### config.mk
export PLATFORM = sky130hd
export DESIGN_NAME = fifo_rr_arbiter
export DESIGN_NICKNAME = d
export VERILOG_FILES = /design/src/rtl/fifo_rr_arbiter.sv
export SDC_FILE = /design/constraint.sdc
export NUM_CORES = 1
export LEC_CHECK = 0
export BUFFER_PORTS_ARGS = -buffer_cell sky130_fd_sc_hd__buf_2
export CORE_MARGIN = 2
export CORE_UTILIZATION = 40
export CTS_BUF_LIST = sky130_fd_sc_hd__clkbuf_4 sky130_fd_sc_hd__clkbuf_8 sky130_fd_sc_hd__clkbuf_16
export DETAILED_ROUTE_END_ITERATION = 8
export PLACE_DENSITY_LB_ADDON = 0.08
export SYNTH_ARGS = -nofsm -noshare
export SYNTH_HDL_FRONTEND = slang
export SYNTH_SLANG_ARGS = --single-unit
### constraint.sdc
create_clock -name clk -period 4.4 [get_ports clk]
set_input_delay 0.44 -clock clk [delete_from_list [all_inputs] [get_ports clk]]
set_output_delay 0.44 -clock clk [all_outputs]
set_load 0.02 [all_outputs]
### src/rtl/fifo_rr_arbiter.sv
// Round-robin drain of NUM_IN upstream FIFOs into one downstream FIFO, with threshold
// distribution during INIT and a sticky ERROR state fed by the FIFO error flags.
module fifo_rr_arbiter #(
    parameter int unsigned DATA_BITS = 10,
    parameter int unsigned ADDR_BITS = 3,
    parameter int unsigned NUM_IN    = 4,
    parameter int unsigned HIGH_DEF  = 6,
    parameter int unsigned LOW_DEF   = 1
) (
    input  logic                        clk,
    input  logic                        reset,
    input  logic                        init,
    input  logic [ADDR_BITS-1:0]        high_cfg,
    input  logic [ADDR_BITS-1:0]        low_cfg,
    input  logic [NUM_IN-1:0]           in_empty,
    input  logic [NUM_IN*DATA_BITS-1:0] in_data,
    input  logic [NUM_IN:0]             in_err,
    input  logic                        out_almost_full,
    output logic [NUM_IN-1:0]           in_pop,
    output logic                        out_push,
    output logic [DATA_BITS-1:0]        out_data,
    output logic [ADDR_BITS-1:0]        high_limit_out,
    output logic [ADDR_BITS-1:0]        low_limit_out,
    output logic [2:0]                  state_out,
    output logic                        idle_out,
    output logic                        error_out
);

    localparam int unsigned PTR_BITS = (NUM_IN > 1) ? $clog2(NUM_IN) : 1;
    localparam logic [PTR_BITS-1:0] PtrLast = PTR_BITS'(NUM_IN - 1);

    localparam logic [2:0] StReset  = 3'b000;
    localparam logic [2:0] StInit   = 3'b001;
    localparam logic [2:0] StIdle   = 3'b010;
    localparam logic [2:0] StActive = 3'b011;
    localparam logic [2:0] StError  = 3'b100;

    logic [2:0]           state_q, state_d;
    logic [PTR_BITS-1:0]  rr_ptr_q, sel_q;
    logic                 push_pending_q;
    logic [ADDR_BITS-1:0] high_q, low_q;

    logic                 arb_en;
    logic                 gnt_valid;
    logic [PTR_BITS-1:0]  gnt_idx;
    logic [PTR_BITS-1:0]  cand;
    logic [DATA_BITS-1:0] in_words [NUM_IN];

    for (genvar g = 0; g < NUM_IN; g++) begin : g_words
        assign in_words[g] = in_data[g*DATA_BITS +: DATA_BITS];
    end

    // Search starts just after the last granted index so every FIFO gets a fair turn.
    always_comb begin
        arb_en    = (state_q == StActive) && !out_almost_full && !init && !(|in_err);
        gnt_valid = 1'b0;
        gnt_idx   = '0;
        cand      = '0;
        for (int k = 1; k <= int'(NUM_IN); k++) begin
            cand = PTR_BITS'((int'(rr_ptr_q) + k) % int'(NUM_IN));
            if (arb_en && !gnt_valid && !in_empty[cand]) begin
                gnt_valid = 1'b1;
                gnt_idx   = cand;
            end
        end
    end

    always_comb begin
        in_pop = '0;
        if (reset && gnt_valid) begin
            in_pop[gnt_idx] = 1'b1;
        end
    end

    always_comb begin
        state_d = state_q;
        if (state_q != StReset && (|in_err)) begin
            state_d = StError;
        end else begin
            case (state_q)
                StReset:  state_d = StInit;
                StInit:   state_d = init ? StInit : StIdle;
                StIdle: begin
                    if (init)                state_d = StInit;
                    else if (!(&in_empty))   state_d = StActive;
                end
                StActive: begin
                    if (init)                state_d = StInit;
                    else if (&in_empty)      state_d = StIdle;
                end
                StError:  state_d = StError;
                default:  state_d = StError;
            endcase
        end
    end

    always_ff @(posedge clk) begin
        if (!reset) begin
            state_q        <= StReset;
            rr_ptr_q       <= PtrLast;
            sel_q          <= '0;
            push_pending_q <= 1'b0;
            high_q         <= ADDR_BITS'(HIGH_DEF);
            low_q          <= ADDR_BITS'(LOW_DEF);
        end else begin
            state_q        <= state_d;
            // A pop always completes its push next cycle, whatever the state does.
            push_pending_q <= gnt_valid;
            if (gnt_valid) begin
                rr_ptr_q <= gnt_idx;
                sel_q    <= gnt_idx;
            end
            if (state_q == StInit && init) begin
                high_q <= high_cfg;
                low_q  <= low_cfg;
            end
        end
    end

    // Popped word is on in_data in the cycle after the pop, alongside the registered push.
    assign out_push       = push_pending_q;
    assign out_data       = push_pending_q ? in_words[sel_q] : '0;
    assign high_limit_out = high_q;
    assign low_limit_out  = low_q;
    assign state_out      = state_q;
    assign idle_out       = (state_q == StIdle);
    assign error_out      = (state_q == StError);

endmodule
Word-level counts from Yosys, hierarchy flattened
Index checks and enable logic that the tools add are counted.
{"block": "op_classes", "n_mux": 30, "addsub": 4, "n_reduce_logical": 31, "magnitude_cmp": 7, "eq_ne": 8, "bitwise_logic": 2}
{"op": "2-to-1 mux 10 bit", "n": 3}
{"op": "binary-select mux 10 bit (select 2 bit)", "n": 1}
{"op": "less-than comparator 2 x 3 -> 1 bit (second input constant)", "n": 5}
{"op": "2-to-1 mux 3 bit", "n": 5}
{"op": "logical AND 1 bit", "n": 14}
{"op": "one-hot mux 3 bit (4 select lines)", "n": 1}
{"op": "zero test 1 bit", "n": 10}
{"op": "2-to-1 mux 2 bit", "n": 5}
{"op": "2-to-1 mux 1 bit", "n": 9}
{"op": "binary-select mux 1 bit (select 2 bit)", "n": 4}
{"op": "equality test 3 x 2 -> 1 bit (second input constant)", "n": 2}
{"op": "OR reduction 5 bit", "n": 1}
{"op": "adder 2 x 1 -> 2 bit (second input constant)", "n": 2}
{"op": "adder 2 bit (second input constant)", "n": 2}
{"op": "2-to-1 mux 4 bit", "n": 1}
{"op": "!= test 4 x 2 -> 1 bit (second input constant)", "n": 1}
{"op": "!= test 4 bit (second input constant)", "n": 1}
{"op": "AND reduction 2 bit", "n": 2}
{"op": "AND reduction 4 bit", "n": 1}
{"op": "equality test 3 x 1 -> 1 bit (second input constant)", "n": 1}
{"op": "equality test 3 bit (second input constant)", "n": 1}
{"op": ">= comparator 3 bit (second input constant)", "n": 1}
{"op": "zero test 3 bit", "n": 1}
{"op": "!= test 3 x 2 -> 1 bit (second input constant)", "n": 1}
{"op": "7 further kinds", "n": 7}
{"block": "word_totals", "output_inout_bits": 26, "elab_cells": 89, "in_bits": 59, "register_bits": 14}

Depth between registers and ports, before layout
Gate-level depths: netlist of the first run.
{"block": "logic_depth", "depth_word": 23, "ltp_mapped": 4, "ltp_nobuf": 4}

Least setup slack after synthesis of the first run
OpenSTA, ideal clock, no wires.
{"block": "synth_path", "kind": "in2out", "start": "input in_err[1]", "end": "output in_pop[0]", "path_stages": 4, "arrival_ns": 2.113, "path_slack_ns": 1.847, "n_path_buf": 0, "required_ns": 3.960, "cell_sequence": "or4_4 > or3_4 > or4_4 > nor2_1"}
{"block": "synth_via", "elab_chain_len": 22, "elab_cells_between_ends": 28, "cone_classes": "order compare: 2; mux: 11; reduce/logical: 15"}
{"element": "from (decl)", "line": "17", "text": "input logic [NUM_IN:0] in_err,"}
{"element": "OR reduction 5 bit (*)", "line": "55", "text": "arb_en = (state_q == StActive) && !out_almost_full && !init && !(|in_err);"}
{"element": "zero test 1 bit (*)", "line": "55"}
{"element": "logical AND 1 bit (*)", "line": "55"}
{"element": "logical AND 1 bit", "line": "61", "text": "if (arb_en && !gnt_valid && !in_empty[cand]) begin"}
{"element": "2-to-1 mux 1 bit", "line": "61"}
{"element": "zero test 1 bit", "line": "61"}
{"element": "logical AND 1 bit (2 in series)", "line": "61"}
{"element": "2-to-1 mux 1 bit", "line": "61"}
{"element": "(+4 left out)"}
{"element": "zero test 1 bit", "line": "61"}
{"element": "logical AND 1 bit (2 in series)", "line": "61"}
{"element": "2-to-1 mux 2 bit", "line": "61"}
{"element": "less-than comparator 2 x 3 -> 1 bit (implied by the code) or >= comparator 2 x 1 -> 1 bit (tied branches)", "line": "71", "text": "in_pop[gnt_idx] = 1'b1;"}
{"element": "logical AND 1 bit (implied by the code)", "line": "71"}
{"element": "2-to-1 mux 1 bit (implied by the code)", "line": "71"}
{"element": "demux 1 bit (select 2 bit)", "line": "71"}
{"element": "2-to-1 mux 4 bit (*)", "line": "70", "text": "if (reset && gnt_valid) begin"}
{"element": "to (decl)", "line": "19", "text": "output logic [NUM_IN-1:0] in_pop,"}
Mark *: on every way between the ends. The rest lies on a longest branch, timed or not.

Worst setup path in the final report of the first run
Same ends and word-level chain as after synthesis.

==> results of run 1 <==
-- worst max-delay path: cells and delay by family --
kind | cells | cell delay (ns)
simple gates | 4 | 1.50
buf+inv | 2 | 0.26
-- stage by stage --
stage	hold slack [ns]	std cells	instance area, µm²	setup slack, ns
after global placement	0.448	217	1480	1.77
after floorplan	0.548	106	1040	1.85
final	0.377	221	1520	1.75
after CTS	0.375	221	1520	1.74
after detailed placement	0.458	217	1480	1.74
after global routing	0.384	221	1520	1.68
-- metal layers --
layer	global-route usage	vias to the layer above
li1	-	581
met2	0.296	44
met3	0.0188	0
met5	0	-
met4	0.0366	0
met1	0.230	549
-- cells by family after synthesis --
| logic type | synth area share |
|---|---|
| simple gates | 0.324 |
| compound gates | 0.107 |
| mux | 0.274 |
| flops | 0.269 |
| buf+inv | 0.0264 |
-- flip-flops by register name (all words and copies together), names as in the netlist --
register and cells:
high_limit_out 3, rr_ptr_q 2, state_out 3, out_push 1
sel_q 2, low_limit_out 3
-- worst paths after layout --
| path | startpoint | endpoint | slack, ns | cells after the start |
|---|---|---|---|---|
| max | in_err[1] | in_pop[0] | 1.75 | 6 |
| min | high_cfg[1] | high_limit_out[1] | 0.38 | 3 |
| max reg2reg | rr_ptr_q[0] | sel_q[0] | 2.94 | 4 |
| min reg2reg | high_limit_out[1] | high_limit_out[1] | 0.48 | 2 |
-- power groups by stage --
stage | sequential (µW) | clock [µW] | combinational (µW)
final | 136 | 92.0 | 71.0
after global routing | 137 | 100 | 79.5
after CTS | 136 | 94.9 | 71.4
after floorplan | 144 | 0 | 30.5
after detailed placement | 139 | 0 | 71.1
after global placement | 139 | 0 | 69.2
-- Yosys cell counts (all sizes together), types with 2 or more instances --
library cell and count:
mux4 10, a21oi 3, and2 11, a31oi 2
inv 2, nor2 11, buf 2, nand3 2
o21ai 2, dfxtp 14, or4 2, nor4b 2
nand4 2, nor3 6, nand2 8, mux2i 6
or2 3
-- final cells by class --
class / count / area share
clock buffer: 4 / 0.0239
timing repair buffer: 84 / 0.277
tap: 30 / 0.0247
multi-input combinational: 86 / 0.483
inverter: 3 / 0.00741
sequential: 14 / 0.184
==> metrics.txt, run 1 <==
status complete, no violations; Switching Share 0.263; Die H 55.0 µm; area delta synth->final 45.9%; CTS Buf Count 3; Tot Pwr 299 µW; CP Launch Type input port; Slew headroom 0.566; count of hold-fix buffers inserted at cts 0; CP arrival 2.21 ns; Fill cells 244; nets 251; RD Place Congestion 0.785; Slew @ Worst Pin 0.651 ns; Net Sw Power 78.5 µW; CTS tree yes; Max Cap Viol 0; Die Width 55.0 µm; Yosys top cell area share 0.269; Final Setup Violations 0; CTS sink cnt 14; post-detail-place hpwl 2270 µm; num rows 18; final wirelength 2780 µm; most frequent cells in the layout 84 x buf_2, 14 x dfxtp_1, 11 x and2_1, 11 x nor2_1, 10 x mux4_2; drt via density 5.31; sequential share of power 0.455; area leader, netlist dfxtp_1; Detailed Route Iter0 Violations 19; diode count 0; cts repair resizes 0; post-synth net total 165; uppermost layer routed met3; Critical Path End Type output pin; RSZ-0062 raised after global routing no; IO Pins 85; total iterations of the first detailed-routing run 4; register area 280 µm²; area taken by multi-input logic gates 734 µm²; post-synthesis cell type count 37; vias in the first global route 955; maximum clock rate 377 MHz; worst vdd ir 0.184 mV; internal power 220 µW; HP Class in -> reg; IO buf count 84; GR Overflow Total 0; top cells by area, synth dfxtp_1 27%, mux4_2 22%, and2_1 6.6%; min Tclk post-route 2.65 ns; Initial Util 0.421; first-pass GRT wire length 3930 µm; Post-synth EDFFs 0; Worst EP required 3.96 ns; Routed met3 length 223 µm; clock group share of total power 0.308; PD cells 197 nW/µm²; die area 3030 µm²; number of remaining DRC errors 0; Worst path slowest cell or4_4; clk_lat worst skew 0.27 ns; DR WL/cell 12.6 µm; CTS clock-pin slew for the worst setup and hold paths 0.09 ns; crit path cell chain buf_2, or4_4, or3_4, or4_4, nor2_1, buf_2; critical path type in -> out; LEAKAGE 0.000734 µW; Ys Warns 0; Fin. Hold Viols 0; TNS Setup 0 ns; share of power burned in combinational logic 0.238; final worst-path cycle share 0.603; met2 wire length 1380 µm; synthesized area per cell 9.83 µm²; antenna violations before repair 0; CP max stage delay 0.54 ns; H-Tree Depth 1; Post-synth ARST share 0; ys flop type dfxtp_1; Root Buffer clkbuf_4; most common cell after layout, fill and taps aside buf_2; Post-Synthesis Cells 106; core footprint 2480 µm²; clk buf depth 2; sequential element share of the synthesized area 0.269; Fin Clk Skew 0.00368 ns; via count 1,174; register bit total from synthesis 14; fin. max-slew vios 0; Total Routing Usage GR 0.171; post-CTS setup repair buffer count 0; largest net degree at the start of global routing 12; Antenna Violating Nets Remaining 0; final core utilization 0.614; post-synthesis cell area 1040 µm²; WL met1 1180 µm; share of layout cells above drive strength 1 0.565; crit-path max FO 6
No activity file was read; power rests on OpenSTA's default activity.
==> run 2, diff against run 1 <==
- ABC_AREA: unset -> 1
- CORE_UTILIZATION: 40 -> 39
- clock period: 4.4 -> 2.34 ns (I/O delays scaled with it)
==> metrics.txt, run 2 <==
CTS Buf Count 3; Post-synth ARST share 0; internal power 392 µW; count of hold-fix buffers inserted at cts 0; area leader, netlist dfxtp_1; post-synthesis cell type count 25; Max Cap Viol 0; number of remaining DRC errors 0; final wirelength 3980 µm; Critical Path End Type output pin; sequential share of power 0.462; Die Width 62.5 µm; Initial Util 0.404; post-synth net total 307; mux share of post-synthesis cell area 0; first-pass GRT wire length 6490 µm; diode count 0; post-detail-place hpwl 2960 µm; CTS clock-pin slew for the worst setup and hold paths 0.08 ns; min Tclk post-route 2.26 ns; Tot Pwr 582 µW; Post-synth EDFFs 0; clock group share of total power 0.225; ys flop type dfxtp_1; Final Setup Violations 0; Die H 62.5 µm; area delta synth->final 43.5%; CTS sink cnt 14; top post-synthesis cells by count 64 x nand2_1, 56 x nor2_1, 24 x o21ai_0; IO buf count 84; final core utilization 0.579; Fin Hold WS 0.165 ns; most frequent cells in the layout 80 x buf_2, 58 x nand2_1, 56 x nor2_1, 24 x o21ai_0, 17 x nand3_1; Fin Clk Skew 0.00259 ns; Post-Synthesis Cells 248; PD cells 303 nW/µm²; Fin. Hold Viols 0; maximum clock rate 443 MHz; vias in the first global route 1,536; share of power burned in combinational logic 0.313; total iterations of the first detailed-routing run 4; RD Place Congestion 0.815; Detailed Route Iter0 Violations 78; CP Launch Type register; HP Class in -> reg; most common cell after layout, fill and taps aside buf_2; status complete, no violations; final worst-path cycle share 0.964; combinational family with the most area after synthesis simple AND/OR/NAND/NOR gates; GR Overflow Total 0; RSZ-0062 raised after global routing yes; Slew headroom 0.680; Synth Area in Simple Gates 0.525; clk buf depth 2; WP buf/inv 3; Total Routing Usage GR 0.194; worst vdd ir 0.350 mV; Slew @ Worst Pin 0.480 ns; num rows 21; crit-path max FO 8; largest net degree at the start of global routing 21; Ys Warns 0; CTS tree yes; Net Sw Power 190 µW; xor and xnor area share after synthesis 0; area share of fa/ha/maj cells after synthesis 0; die area 3910 µm²; Yosys top cell area share 0.210; synthesized area per cell 5.39 µm²; crit path cell chain buf_4, nand2_1, nand2_2, nand2_2, nand2_2, o21ai_4, buf_4, nand3_1, nand3_2, nand3_2, nor2_1, buf_4; core footprint 3310 µm²; drt via density 4.75; sequential element share of the synthesized area 0.210; Root Buffer clkbuf_4; Worst EP required 2.11 ns; R2R Setup Slk 0.75 ns; nets 395; most common cell in the netlist nand2_1; antenna violations before repair 0; Antenna Violating Nets Remaining 0; critical path type reg -> out; DR WL/cell 10.5 µm; compound-cell area share of the yosys netlist 0.153; register bit total from synthesis 14; post-synthesis cell area 1340 µm²; CP arrival 2.02 ns; Top Family by Delay on Critical Path simple AND/OR/NAND/NOR gates; LEAKAGE 0.00106 µW; Worst path slowest cell dfxtp_4; via count 1,804; share of layout cells above drive strength 1 0.380; IO Pins 85; H-Tree Depth 1; fin. max-slew vios 0; top cells by area, synth dfxtp_1 21%, nand2_1 18%, nor2_1 16%; clk_lat worst skew 0.27 ns; CP max stage delay 0.36 ns; Switching Share 0.326
==> run 2: cell types whose count changed after synthesis, sizes merged, moves of 3 or more <==
cell	delta
a21oi	+9
inv	+20
clkbuf	+4
buf	+3
nor2	+51
and2	-10
nor3	-4
o21ai	+23
mux4	-10
nand3	+21
or2	-3
nand2	+58
mux2i	-6
==> run 2: metal layers <==
layer / share of wire / GRT usage / routed length [µm]
met2: 0.48 / 0.337 / 1900
met5: 0 / 0 / 0
met1: 0.45 / 0.263 / 1810
met4: 0.0070 / 0.0417 / 28
met3: 0.061 / 0.0126 / 244
==> run 2: repair_timing <==
action | CTS | global route
buffers inserted | 0 | 5
endpoints found under the setup margin | 0 | 4
resized for setup | 0 | 24
==> run 2: kinds of logic (layout without fill, tap and decap cells) <==
family / count (synthesis) / after routing
and+or+nand+nor: 161 / 162
buffers and inverters: 34 / 119
DFF: 14 / 14
AOI/OAI and AO/OA: 39 / 39
==> run 2: power groups by stage <==
| stage | clock network [µW] | logic, µW | registers (µW) |
|---|---|---|---|
| 2_1_floorplan | 0 | 76.6 | 294 |
| 3_3_place_gp | 0 | 179 | 275 |
| 3_5_place_dp | 0 | 179 | 274 |
| 4_1_cts | 137 | 180 | 270 |
| 5_1_grt | 144 | 209 | 271 |
| 6_report | 131 | 182 | 269 |
==> run 2: worst min-delay path: stages <==
cell	delay [ns]
buf_2	0.07
nand2_1	0.04
nand3_1	0.06
==> run 2: final cells by class <==
class                           instances  area [µm²]
Clock buffer                            3        22.5
Sequential cell                        14         293
Inverter                               24        92.6
Tap cell                               46        57.6
Multi-Input combinational cell        201         962
Timing Repair Buffer                   92         490
Fill cell                             376        1390
==> run 2: path summary, 6_finish.rpt <==
check | startpoint | endpoint | depth (start not counted)
max | rr_ptr_q[0] | in_pop[2] | 12
min | high_cfg[2] | high_limit_out[2] | 3
max reg2reg | rr_ptr_q[0] | sel_q[1] | 11
min reg2reg | low_limit_out[0] | low_limit_out[0] | 2
==> run 2: stage by stage <==
| step | area (µm²) | instances | setup slack (ns) | TNS (ns) |
|---|---|---|---|---|
| finish | 1920 | 380 | 0.0841 | 0 |
| global route | 1920 | 380 | -0.0460 | -0.120 |
| CTS | 1800 | 374 | 0.00693 | 0 |
| detailed placement | 1780 | 371 | 0.316 | 0 |
| global placement | 1780 | 371 | 0.308 | 0 |
| floorplan | 1340 | 248 | 0.377 | 0 |
==> run 3, diff against run 2 <==
--- a/config.mk
+++ b/config.mk
@@ -8,8 +8,8 @@
 export ABC_AREA = 1
-export BUFFER_PORTS_ARGS = -buffer_cell sky130_fd_sc_hd__buf_2
 export CORE_MARGIN = 2
-export CORE_UTILIZATION = 39
+export CORE_UTILIZATION = 40
 export CTS_BUF_LIST = sky130_fd_sc_hd__clkbuf_4 sky130_fd_sc_hd__clkbuf_8 sky130_fd_sc_hd__clkbuf_16
 export DETAILED_ROUTE_END_ITERATION = 8
-export PLACE_DENSITY_LB_ADDON = 0.08
+export DONT_BUFFER_PORTS = 1
+export PLACE_DENSITY = 0.63
 export SYNTH_ARGS = -nofsm -noshare
==> constraint.sdc (replaced) <==
create_clock -name clk -period 2.34 [get_ports clk]
set_input_delay 0.468 -clock clk [delete_from_list [all_inputs] [get_ports clk]]
set_output_delay 0.468 -clock clk [all_outputs]
set_load 0.02 [all_outputs]
==> metrics.txt, run 3 (synthesis results as in run 2) <==
Critical Path End Type output pin; H-Tree Depth 1; Max Cap Viol 0; maximum clock rate 412 MHz; critical path type reg -> out; area delta synth->final 30.7%; CTS sink cnt 14; R2R cell count 11; antenna violations before repair 0; DR WL/cell 12.9 µm; HP Start init; IO buf count 0; CTS Buf Count 3; nets 333; most frequent cells in the layout 55 x nor2_1, 48 x nand2_1, 26 x buf_4, 24 x o21ai_0, 16 x nand3_1; Worst EP required 1.87 ns; setup ws final -0.0869 ns; Fin Clk Skew 0.00603 ns; via count 1,683; R2R Setup Slk 0.69 ns; PD cells 333 nW/µm²; Fill cells 330; total iterations of the first detailed-routing run 5; Detailed Route Iter0 Violations 77; Antenna Violating Nets Remaining 0; HP Class in -> reg; share of layout cells above drive strength 1 0.293; Die Width 61.8 µm; failing checks setup timing; most common cell after layout, fill and taps aside nor2_1; num rows 20; worst vdd ir 0.362 mV; drt via density 5.31; CTS tree yes; Placed Instances 295; CP Launch Type register; fin cells 317; final wirelength 4100 µm; clk_lat worst skew 0.28 ns; fin. max-slew vios 0; number of remaining DRC errors 0; crit-path max FO 6; diode count 0; clk buf depth 2; Root Buffer clkbuf_4; Die H 61.8 µm; largest net degree at the start of global routing 22; Fin. Hold Viols 0; CTS clock-pin slew for the worst setup and hold paths 0.08 ns; TNS Setup -0.143 ns; Initial Util 0.427; Slew headroom 0.594; post-detail-place hpwl 2720 µm; CP arrival 1.96 ns; final worst-path cycle share 1.04; GR Overflow Total 0; Fin Hold WS 0.252 ns; core footprint 3130 µm²; min Tclk post-route 2.43 ns; RR Startpoint rr_ptr_q[0]; R2R Path End out_push; vias in the first global route 1,444; first-pass GRT wire length 5930 µm; status finished, violations left; hold endpoint state_out[1]; RSZ-0062 raised after global routing yes; RD Place Congestion 0.794; Total Routing Usage GR 0.202; LEAKAGE 0.000842 µW; IO Pins 85; Slew @ Worst Pin 0.605 ns; die area 3820 µm²; WHS Path Cells 1; Final Setup Violations 3
run 3: critical path: stages, from the launching register on:
cell,delay (ns)
dfxtp_2,0.35
buf_6,0.13
buf_6,0.12
nand2_2,0.05
nand2_2,0.07
nand2_1,0.06
nand2_2,0.11
nand4_1,0.16
inv_1,0.10
nor2_1,0.05
nor2_2,0.12
nand3_2,0.10
nor2_1,0.11
buf_4,0.14
run 3: timing repair:
item                                    CTS  global route
hold buffers                              0             0
pin swaps                                13            14
setup buffers                            11             7
gates resized for setup                  28            16
endpoints found under the setup margin    4             4
run 3: layer usage:
metal | GRT usage | vias to the layer above | wire (µm)
li1 | - | 842 | -
met1 | 0.251 | 759 | 1700
met2 | 0.355 | 76 | 2060
met3 | 0.0414 | 6 | 326
met4 | 0.0547 | 0 | 16
met5 | 0 | - | 0
run 3: power by group:
| part | total, µW | switching, µW | internal [µW] | leakage (µW) |
|---|---|---|---|---|
| clock | 177 | 82.3 | 94.7 | 0.0000210 |
| combinational | 125 | 80.2 | 45.1 | 0.000707 |
| sequential | 279 | 23.2 | 256 | 0.000114 |
run 3: cell type report:
cell class              count  area (µm²)  area share
flip-flops and latches     14         285       0.163
well taps                  44        55.1      0.0315
inverters                  24         103      0.0587
multi-input cells         200        1010       0.580
repair buffers             31         254       0.145
clock buffers               4        36.3      0.0208
run 3: worst max-delay path by stage:
stage	slack (ns)	cells after the start	endpoint	from
global route	-0.22	14	in_pop[0]	rr_ptr_q[0]
floorplan	0.14	13	in_pop[3]	state_out[1]
CTS	-0.04	14	in_pop[3]	rr_ptr_q[0]
detailed placement	0.10	11	in_pop[1]	in_err[3]
finish	-0.09	13	in_pop[0]	rr_ptr_q[0]
global placement	0.14	12	in_pop[3]	in_err[3]
run 3: per-stage QoR:
stage | area, µm² | util | power (µW) | worst slack (ns)
6_report | 1750 | 0.558 | 581 | -0.0869
4_1_cts | 1640 | 0.524 | 583 | -0.0374
3_3_place_gp | 1430 | 0.457 | 398 | 0.140
5_1_grt | 1750 | 0.558 | 618 | -0.220
2_1_floorplan | 1340 | - | 371 | 0.143
3_5_place_dp | 1430 | 0.457 | 398 | 0.101
